$ cat src/rtl/instr_loader.sv
// instr_loader: encodes decoded MIPS instruction fields (ADDU, SUBU, ORI, LW,
// SW, BEQ, LUI, J) into 32-bit words and writes one word per accepted request
// into consecutive instruction-memory addresses. Used to preload programs.
module instr_loader #(
    parameter int          ADDR_W    = 10,
    parameter logic [31:0] BASE_ADDR = 32'h0000_3000
) (
    input  logic              clk,
    input  logic              reset,
    input  logic              clear,
    input  logic              in_valid,
    output logic              in_ready,
    input  logic [3:0]        op,
    input  logic [4:0]        rs,
    input  logic [4:0]        rt,
    input  logic [4:0]        rd,
    input  logic [15:0]       imm,
    input  logic [ADDR_W-1:0] target,
    output logic              im_we,
    output logic [ADDR_W-1:0] im_addr,
    output logic [31:0]       im_wdata,
    output logic [ADDR_W:0]   count,
    output logic              full,
    output logic              err
);

    localparam int CW = ADDR_W + 1;   // pointer width (can hold 2^ADDR_W)
    localparam int PW = ADDR_W + 2;   // signed width for the branch offset

    // Control state
    logic [CW-1:0]     r_ptr;
    logic              r_full;
    logic              r_err;

    // Write-port register stage
    logic              r_we_p1;
    logic [ADDR_W-1:0] r_addr_p1;
    logic [31:0]       r_wdata_p1;

    logic                 w_accept;
    logic                 w_legal;
    logic [CW-1:0]        w_ptr_inc;
    logic signed [PW-1:0] w_diff;
    logic signed [15:0]   w_off16;
    logic [25:0]          w_jtgt;
    logic [31:0]          w_enc;

    // Builds the instruction word; fields not used by an opcode are ignored.
    function automatic logic [31:0] f_encode(
        input logic [2:0]  f_op,
        input logic [4:0]  f_rs,
        input logic [4:0]  f_rt,
        input logic [4:0]  f_rd,
        input logic [15:0] f_imm,
        input logic [15:0] f_off,
        input logic [25:0] f_jt
    );
        logic [31:0] v;
        v = {6'b000010, f_jt};
        case (f_op)
            3'd0:    v = {6'b000000, f_rs, f_rt, f_rd, 5'b00000, 6'b100001};
            3'd1:    v = {6'b000000, f_rs, f_rt, f_rd, 5'b00000, 6'b100011};
            3'd2:    v = {6'b001101, f_rs, f_rt, f_imm};
            3'd3:    v = {6'b100011, f_rs, f_rt, f_imm};
            3'd4:    v = {6'b101011, f_rs, f_rt, f_imm};
            3'd5:    v = {6'b000100, f_rs, f_rt, f_off};
            3'd6:    v = {6'b001111, 5'b00000, f_rt, f_imm};
            default: v = {6'b000010, f_jt};
        endcase
        return v;
    endfunction

    assign in_ready  = !reset && !clear && !r_full;
    assign w_accept  = in_valid && in_ready;
    assign w_legal   = !op[3];
    assign w_ptr_inc = r_ptr + CW'(1);

    // BEQ offset is relative to the word after the branch; the signed
    // difference is sign-extended or truncated down to 16 bits.
    assign w_diff  = $signed({2'b00, target}) - $signed({1'b0, w_ptr_inc});
    assign w_off16 = 16'(w_diff);
    assign w_jtgt  = 26'((BASE_ADDR >> 2) + 32'(target));
    assign w_enc   = f_encode(op[2:0], rs, rt, rd, imm, w_off16, w_jtgt);

    // Accept requests: register the write, advance the pointer, track full/err.
    always_ff @(posedge clk) begin
        if (reset) begin
            r_we_p1    <= 1'b0;
            r_addr_p1  <= '0;
            r_wdata_p1 <= '0;
            r_ptr      <= '0;
            r_full     <= 1'b0;
            r_err      <= 1'b0;
        end else begin
            r_we_p1 <= w_accept && w_legal;
            if (w_accept && w_legal) begin
                r_addr_p1  <= r_ptr[ADDR_W-1:0];
                r_wdata_p1 <= w_enc;
                r_ptr      <= w_ptr_inc;
                r_full     <= w_ptr_inc[ADDR_W];
            end
            if (w_accept && !w_legal) begin
                r_err <= 1'b1;
            end
            // Restart keeps the last written address/data on the bus.
            if (clear) begin
                r_ptr  <= '0;
                r_full <= 1'b0;
                r_err  <= 1'b0;
            end
        end
    end

    assign im_we    = r_we_p1;
    assign im_addr  = r_addr_p1;
    assign im_wdata = r_wdata_p1;
    assign count    = r_ptr;
    assign full     = r_full;
    assign err      = r_err;

endmodule

$ cat config.mk
export PLATFORM = sky130hd
export DESIGN_NAME = instr_loader
export DESIGN_NICKNAME = d
export VERILOG_FILES = /design/src/rtl/instr_loader.sv
export SDC_FILE = /design/constraint.sdc
export NUM_CORES = 1
export LEC_CHECK = 0
export BUFFER_PORTS_ARGS = -buffer_cell sky130_fd_sc_hd__buf_2
export CAP_MARGIN = 20
export CORE_ASPECT_RATIO = 0.75
export CORE_MARGIN = 5
export CORE_UTILIZATION = 52
export DETAILED_ROUTE_END_ITERATION = 10
export PLACE_DENSITY_LB_ADDON = 0.12
export SYNTH_ARGS = -nofsm -noshare
export SYNTH_HDL_FRONTEND = slang
export SYNTH_SLANG_ARGS = --single-unit
$ cat constraint.sdc
create_clock -name clk -period 4.8 [get_ports clk]
set_input_delay 0.48 -clock clk [delete_from_list [all_inputs] [get_ports clk]]
set_output_delay 0.48 -clock clk [all_outputs]
set_load 0.005 [all_outputs]
# == Yosys cells after proc, flatten, opt, wreduce, memory -nomap -nowiden ==
# Cells that the tools add are included.
# totals
latch_bits,0
mem_bits_ro,0
word_cells,27
memories,0
ramBits,0
output_inout_bits,57
ff_bits,56
# op_classes
multipliers,0
bitwise,0
muxes,1
eq_ne,6
div_mod_pow,0
shift,0
addsub,3
magnitude_cmp,0
n_reduce_logical,11
# op_table
operator,count
$pmux W32 S7,1
$add A12 B10 Y13 const A,1
$sub A10 B11 Y12,1
$add A11 B1 Y11 const B,1
$eq A3 B3 Y1 const B,3
$eq A3 B2 Y1 const B,2
$logic_and A1 B1 Y1,5
$logic_not A1 Y1,4
$eq A3 B1 Y1 const B,1
$logic_not A3 Y1,1
$reduce_or A2 Y1,1

# == Longest topological paths before layout ==
# Gate-level depths: netlist of run 1.
# logic_depth
ltp_word,5
mapped_depth,12
mapped_depth_nobuf,12

# == Worst setup path after synthesis of run 1 ==
# No wires, ideal clock.
# synth_path
path_kind,register -> register
startpoint,"reg r_ptr[0], in the netlist count[0]"
endpoint,"reg r_wdata_p1[10], in the netlist im_wdata[10]"
arrival_time_ns,2.744
n_path_buf,0
stages_incl_launch_ff,12
setup_ns,0.085
setup_slack_ns,1.971
period_less_slack_ns,2.829
cell_sequence,dfxtp_1 > ha_1 > inv_1 > fa_1 > maj3_1 > a211oi_1 > nor4_1 > o2111ai_1 > maj3_2 > a21oi_2 > xnor2_1 > o31ai_2
# synth_via
elab_chain_cells,3
# synth_lines
element,line,rtl
start: declaration,31,logic [CW-1:0] r_ptr;
start signal: assignment,99,r_ptr <= w_ptr_inc;
$add A11 B1 Y11,76,assign w_ptr_inc = r_ptr + CW'(1);
via w_ptr_inc[1],42,logic [CW-1:0] w_ptr_inc;
$sub A10 B11 Y12,80,"assign w_diff = $signed({2'b00, target}) - $signed({1'b0, w_ptr_inc});"
$pmux W32 S7,60,case (f_op)
end signal: assignment,98,r_wdata_p1 <= w_enc;
end: declaration,38,logic [31:0] r_wdata_p1;
# The timed path passes the listed nets, and every way through them passes these cells.
# A chain may end at the register's enable or synchronous reset.

# == Worst setup path in the final report of run 1 ==
# layout_path
startpoint,"reg r_ptr[2], in the netlist count[2]"
endpoint,"reg r_wdata_p1[11], in the netlist im_wdata[11]"
# layout_via
elab_chain_cells,3
# layout_lines
element,line
$add A11 B1 Y11,76
$sub A10 B11 Y12,80
$pmux W32 S7,60
# Every way passes these cells.

==> flow_summary.json, run 1 <==
{
  "outcome": "finished clean",
  "hold_violations": 0,
  "maxClockFrequency_mhz": 319,
  "cts.sinks": 54,
  "tightest_slew_ns": 0.938,
  "setup_ws_ns": 1.66,
  "cts_buffer_depth": 2,
  "worstPathArrival_ns": 3.35,
  "cts_resized": 0,
  "clk_pin_slew_ns": 0.10,
  "p_leak_nw": 1.64,
  "synthToLayoutAreaGrowth_pct": 17.3,
  "grtUsageMet2_pct": 33.7,
  "yosys.area.top_type_share_pct": 32.8,
  "htree_levels": 2,
  "crit_required_ns": 5.01,
  "core_sq_um": 6220,
  "yosys_warnings": 0,
  "ys_ff_latch": 54,
  "synth_nets": 488,
  "cp_max_fo": 8,
  "dpl.hpwl_um": 6400,
  "post_cts_buffers": 0,
  "drv_cap": 0,
  "dieArea_sq_um": 8050,
  "tns_ns": 0,
  "drtPass1Iterations": 4,
  "critPathLaunchType": "flip-flop",
  "synth_commonest_cells": "nand2_1, dfxtp_1, nor2_1, a21oi_1, clkbuf_1",
  "die_x_um": 102,
  "ys_seq_area_share_pct": 32.8,
  "worst-setup-path-type": "flip-flop to flip-flop",
  "skew_ns": 0.00849,
  "drive_above_1_share_pct": 26.6,
  "start_util_pct": 53.0,
  "synth.largest_area_cell": "dfxtp_1",
  "drt-total-wl_um": 8770,
  "root_buffer": "clkbuf_8",
  "grt_pass1_vias": 2988,
  "power.density_nw_per_um2": 220,
  "via_per_inst": 5.59,
  "fin_crit_sh_pct": 65.3,
  "clk_latency_ns": 0.31,
  "min_period_ns": 3.14,
  "cts_inserted_buffers": 5,
  "grt_start_max_net_pins": 62,
  "portBuffers": 104,
  "syn_inst": 434,
  "gp_congestion": 0.881,
  "synthMuxAreaShare_pct": 1.21,
  "mappedNetlistArea_sq_um": 3300,
  "slew_violations": 0,
  "place_ws_ns": 1.67,
  "yosysMostFrequentCell": "nand2_1",
  "yosysUniqueCellTypes": 67,
  "synth.area.top_cells": "dfxtp_1, nand2_1, a21oi_1, nor2_1, o21ai_0",
  "grt-ovfl-total": 0,
  "slew_headroom_pct": 37.0,
  "drc": 0,
  "vias": 3311,
  "antenna_cells": 0,
  "rsz0062_at_grt": "no",
  "synth_compound_gate_area_share_pct": 24.3,
  "synth_top_family_by_area": "compound AO/OA/AOI/OAI gates",
  "synthXorXnorAreaFrac_pct": 7.93,
  "busiest_layer": "met2",
  "grt_use_met1_pct": 31.6,
  "fin_nets": 564,
  "async_reset_ff_share_pct": 0,
  "hold_path.class": "primary input to flip-flop",
  "setup_viol": 0,
  "rows": 25,
  "synth_fa_ha_area_share_pct": 3.72,
  "yosys.area_share.simple_pct": 22.8,
  "antenna_left": 0,
  "route.detailed.wl_per_inst_um": 14.8,
  "grt_usage_pct": 21.5,
  "ctsHoldBuffers": 0,
  "ir_drop_uv": 186,
  "drtIter0Drc": 217,
  "die_y_um": 79.0,
  "ys.flop_type": "dfxtp_1",
  "critPathCaptureType": "flip-flop",
  "avgSynthCellArea_sq_um": 7.60,
  "dpl-instance-area_sq_um": 3770,
  "num_io_pins": 106,
  "cts_tree": "done",
  "met3_usage_pct": 3.60,
  "antenna_found_initial": 0,
  "synth_enable_flop_cells": 0,
  "grt_pass1_wl_um": 14200,
  "finalInstanceArea_sq_um": 3870,
  "hold_slack_ns": 0.379
}
-- critical path: stages (launching register included) --
cell	delay, ns
dfxtp_1	0.53
nand4_1	0.18
or2_1	0.30
xor2_1	0.17
ha_1	0.39
o2111ai_1	0.15
a32oi_1	0.20
nor2_2	0.08
maj3_1	0.35
o21ai_2	0.31
o2111ai_1	0.18
o211a_1	0.20
-- cells in the final DEF (no fill, tap or decap), types with 7 or more instances in the layout --
master / count
nand2_1: 57
nor2_1: 38
a31oi_1: 8
inv_1: 18
nor3_1: 7
o2111ai_1: 7
xnor2_1: 14
o22ai_1: 9
dfxtp_1: 54
a21oi_1: 34
buf_2: 104
xor2_1: 9
a221oi_1: 7
o21ai_0: 27
nand3_1: 19
-- metrics by stage --
stage	instances	util (%)	power [mW]
6_report	592	62.2	0.853
5_1_grt	592	62.2	0.897
4_1_cts	592	62.2	0.859
3_5_place_dp	584	60.6	0.595
3_3_place_gp	584	60.6	0.591
2_1_floorplan	434	-	0.549
-- sequential cells by signal, indices dropped and copies added, names as in the netlist --
name      flops
im_wdata     31
im_addr      10
im_we         1
count        11
err           1
-- area by class of cell --
type / count / area, sq um
Fill cell: 586 / 2360
Clock inverter: 2 / 12.5
Timing Repair Buffer: 106 / 536
Multi-Input combinational cell: 323 / 1980
Tap cell: 81 / 101
Clock buffer: 6 / 82.6
Inverter: 20 / 75.1
Sequential cell: 54 / 1080
-- where the power goes --
| part | internal [mW] | switching (mW) |
|---|---|---|
| clock network | 0.116 | 0.152 |
| logic | 0.0503 | 0.0760 |
| registers | 0.455 | 0.00365 |
-- path summary, 6_finish.rpt --
kind / start / to / slack, ns / depth (start not counted)
hold reg to reg: im_wdata[16]$_SDFFE_PP0P_ / im_wdata[16]$_SDFFE_PP0P_ / 0.46 / 2
hold / removal: rs[1] / im_wdata[22]$_SDFFE_PP0P_ / 0.38 / 3
setup reg to reg: count[2]$_SDFFE_PP0P_ / im_wdata[11]$_SDFFE_PP0P_ / 1.66 / 11
setup / recovery: count[2]$_SDFFE_PP0P_ / im_wdata[11]$_SDFFE_PP0P_ / 1.66 / 11
-- cell families (layout without fill, tap and decap cells) --
family | after synthesis | in the layout
simple gates | 159 | 159
compound gates | 123 | 123
buf+inv | 57 | 134
flops | 54 | 54
xor+xnor | 26 | 26
fa+ha+maj | 10 | 10
mux | 4 | 4
other cells | 1 | 1
-- metal layers --
layer | vias up | wire [um]
met4 | 0 | 38
met5 | - | 0
met3 | 5 | 609
li1 | 1691 | -
met2 | 95 | 3880
met1 | 1520 | 4240
Power figures use the tool's default switching activity.
==> run 2, diff against run 1 <==
- ABC_AREA: unset -> 1
- CORE_UTILIZATION: 52 -> 45
- clock period: 4.8 -> 2.8 ns (I/O delays scaled with it)
==> run 2 against run 1 <==
Critical path type unchanged. Via count up 0.48%. Count of clock-buffer cells in the layout down 1. Non-clock buffer count up 2. Fmax up 31%. Clock skew up 0.0014 ns. Sequential share of layout area up 1.2 points. Register-to-register slack worse by 1.3 ns. Sequential power up 74%.
==> flow_summary.json, run 2 <==
{
  "htree_levels": 2,
  "core_sq_um": 6730,
  "fin_crit_sh_pct": 85.4,
  "yosysUniqueCellTypes": 33,
  "drt-total-wl_um": 9310,
  "rsz0062_at_grt": "no",
  "post_cts_buffers": 0,
  "setup_ws_ns": 0.409,
  "grt_usage_pct": 21.6,
  "critPathLaunchType": "flip-flop",
  "synth.largest_area_cell": "dfxtp_1",
  "vias": 3327,
  "yosysMostFrequentCell": "nand2_1",
  "antenna_left": 0,
  "antenna_cells": 0,
  "synth.area.top_cells": "dfxtp_1, nand2_1, nand3_1, a21oi_1, o21ai_0",
  "clk_latency_ns": 0.31,
  "drtIter0Drc": 206,
  "tightest_slew_ns": 0.684,
  "cts_buffer_depth": 2,
  "synth_commonest_cells": "nand2_1, dfxtp_1, nand3_1, a21oi_1, inv_1",
  "rows": 26,
  "setup_viol": 0,
  "routed-wl-met3_um": 765,
  "cts_tree": "done",
  "critPathCaptureType": "flip-flop",
  "dr_wl_met2_um": 4090,
  "antenna_found_initial": 0,
  "crit_required_ns": 3.04,
  "grt_start_max_net_pins": 60,
  "dieArea_sq_um": 8590,
  "hold_path.class": "primary input to flip-flop",
  "syn_inst": 459,
  "yosys_warnings": 0,
  "worst-setup-path-type": "flip-flop to flip-flop",
  "layout_common_cells": "nand2_1, buf_2, dfxtp_1",
  "dpl.hpwl_um": 7200,
  "ys.flop_type": "dfxtp_1",
  "grt-ovfl-total": 0,
  "via_per_inst": 5.21,
  "num_io_pins": 106,
  "outcome": "finished clean",
  "ys_ff_latch": 54,
  "power.density_nw_per_um2": 399,
  "ir_drop_uv": 197,
  "cts_resized": 0,
  "synth_enable_flop_cells": 0,
  "ys_seq_area_share_pct": 35.2,
  "maxClockFrequency_mhz": 418,
  "die_y_um": 81.5,
  "hold_violations": 0,
  "clk_pin_slew_ns": 0.10,
  "min_period_ns": 2.39,
  "largest_reg_flops": 31,
  "place_ws_ns": 0.477,
  "fillers": 685,
  "met1_length_um": 4370,
  "fin_nets": 609,
  "cts.sinks": 54,
  "finalPower_mw": 1.48,
  "cts_inserted_buffers": 5,
  "cp_max_fo": 9,
  "async_reset_ff_share_pct": 0,
  "root_buffer": "clkbuf_8",
  "ctsHoldBuffers": 0,
  "drtPass1Iterations": 5,
  "final_common_cell": "nand2_1",
  "worstPathArrival_ns": 2.63,
  "yosys.area.top_type_share_pct": 35.2,
  "slew_violations": 0,
  "die_x_um": 105,
  "synthToLayoutAreaGrowth_pct": 21.0,
  "skew_ns": 0.00990,
  "maxUsedRoutingLayer": "met4",
  "mappedNetlistArea_sq_um": 3070,
  "grt_pass1_vias": 2994,
  "gp_congestion": 0.852,
  "drv_cap": 0,
  "avgSynthCellArea_sq_um": 6.69,
  "portBuffers": 104,
  "start_util_pct": 45.6,
  "p_leak_nw": 1.83,
  "grt_pass1_wl_um": 14800,
  "slew_headroom_pct": 54.4,
  "synth_nets": 513,
  "route.detailed.wl_per_inst_um": 14.6,
  "drive_above_1_share_pct": 26.8,
  "tns_ns": 0,
  "drc": 0
}
run 2: worst max-delay path, cell delays in order, from the launching register on:
cell,delay [ns]
dfxtp_1,0.51
nand3_1,0.18
nor2_1,0.16
xor2_1,0.26
ha_1,0.30
inv_1,0.10
o21ai_0,0.12
nand3_1,0.11
nand2_1,0.06
inv_2,0.06
nand2_2,0.05
nand2_2,0.07
nand2_1,0.05
nand2_1,0.06
nand3_1,0.08
a21oi_1,0.13
run 2: where the power goes:
group / switching, mW / internal, mW / total, mW
clock: 0.271 / 0.174 / 0.445
sequential: 0.0102 / 0.787 / 0.797
combinational: 0.149 / 0.0924 / 0.241
total: 0.430 / 1.05 / 1.48
run 2: final timing paths:
kind | from | cells after the start | slack [ns] | to
worst max-delay path | count[0]$_SDFFE_PP0P_ | 15 | 0.41 | im_wdata[10]$_SDFFE_PP0P_
worst min-delay path | rs[0] | 3 | 0.18 | im_wdata[21]$_SDFFE_PP0P_
worst max register to register | count[0]$_SDFFE_PP0P_ | 15 | 0.41 | im_wdata[10]$_SDFFE_PP0P_
worst min register to register | err$_SDFFE_PP0P_ | 2 | 0.46 | err$_SDFFE_PP0P_
run 2: per-stage QoR:
step	instances	hold WS, ns	area (sq um)	util [%]
floorplan	459	0.384	3070	-
finish	639	0.181	3710	55.1
detailed placement	632	0.451	3630	53.9
global route	639	0.195	3710	55.1
global placement	632	0.448	3630	53.9
CTS	639	0.184	3710	55.1
run 2: area by class of cell:
cell class	count	area [sq um]	share of cell area [%]
clock inverter	2	13.8	0.371
tap	84	105	2.83
sequential	54	1080	29.1
timing repair buffer	108	551	14.8
clock buffer	5	68.8	1.85
inverter	53	199	5.36
multi-input combinational	333	1700	45.7
run 2: per-layer routing:
layer / global-route usage, % / vias to the layer above
met5: 0 / -
met4: 4.85 / 0
met3: 4.48 / 9
met2: 34.4 / 107
met1: 30.3 / 1507
li1: - / 1704
run 2: logic make-up (layout without fill, tap and decap cells):
group	count (synthesis)	count (layout)	synth area share [%]
and+or+nand+nor	220	220	32.6
adders and majority gates	5	5	2.28
other	1	1	0.122
DFF	54	54	35.2
xor gates and xnor gates	3	3	1.10
AOI/OAI and AO/OA	104	104	19.1
buffers and inverters	72	168	9.54
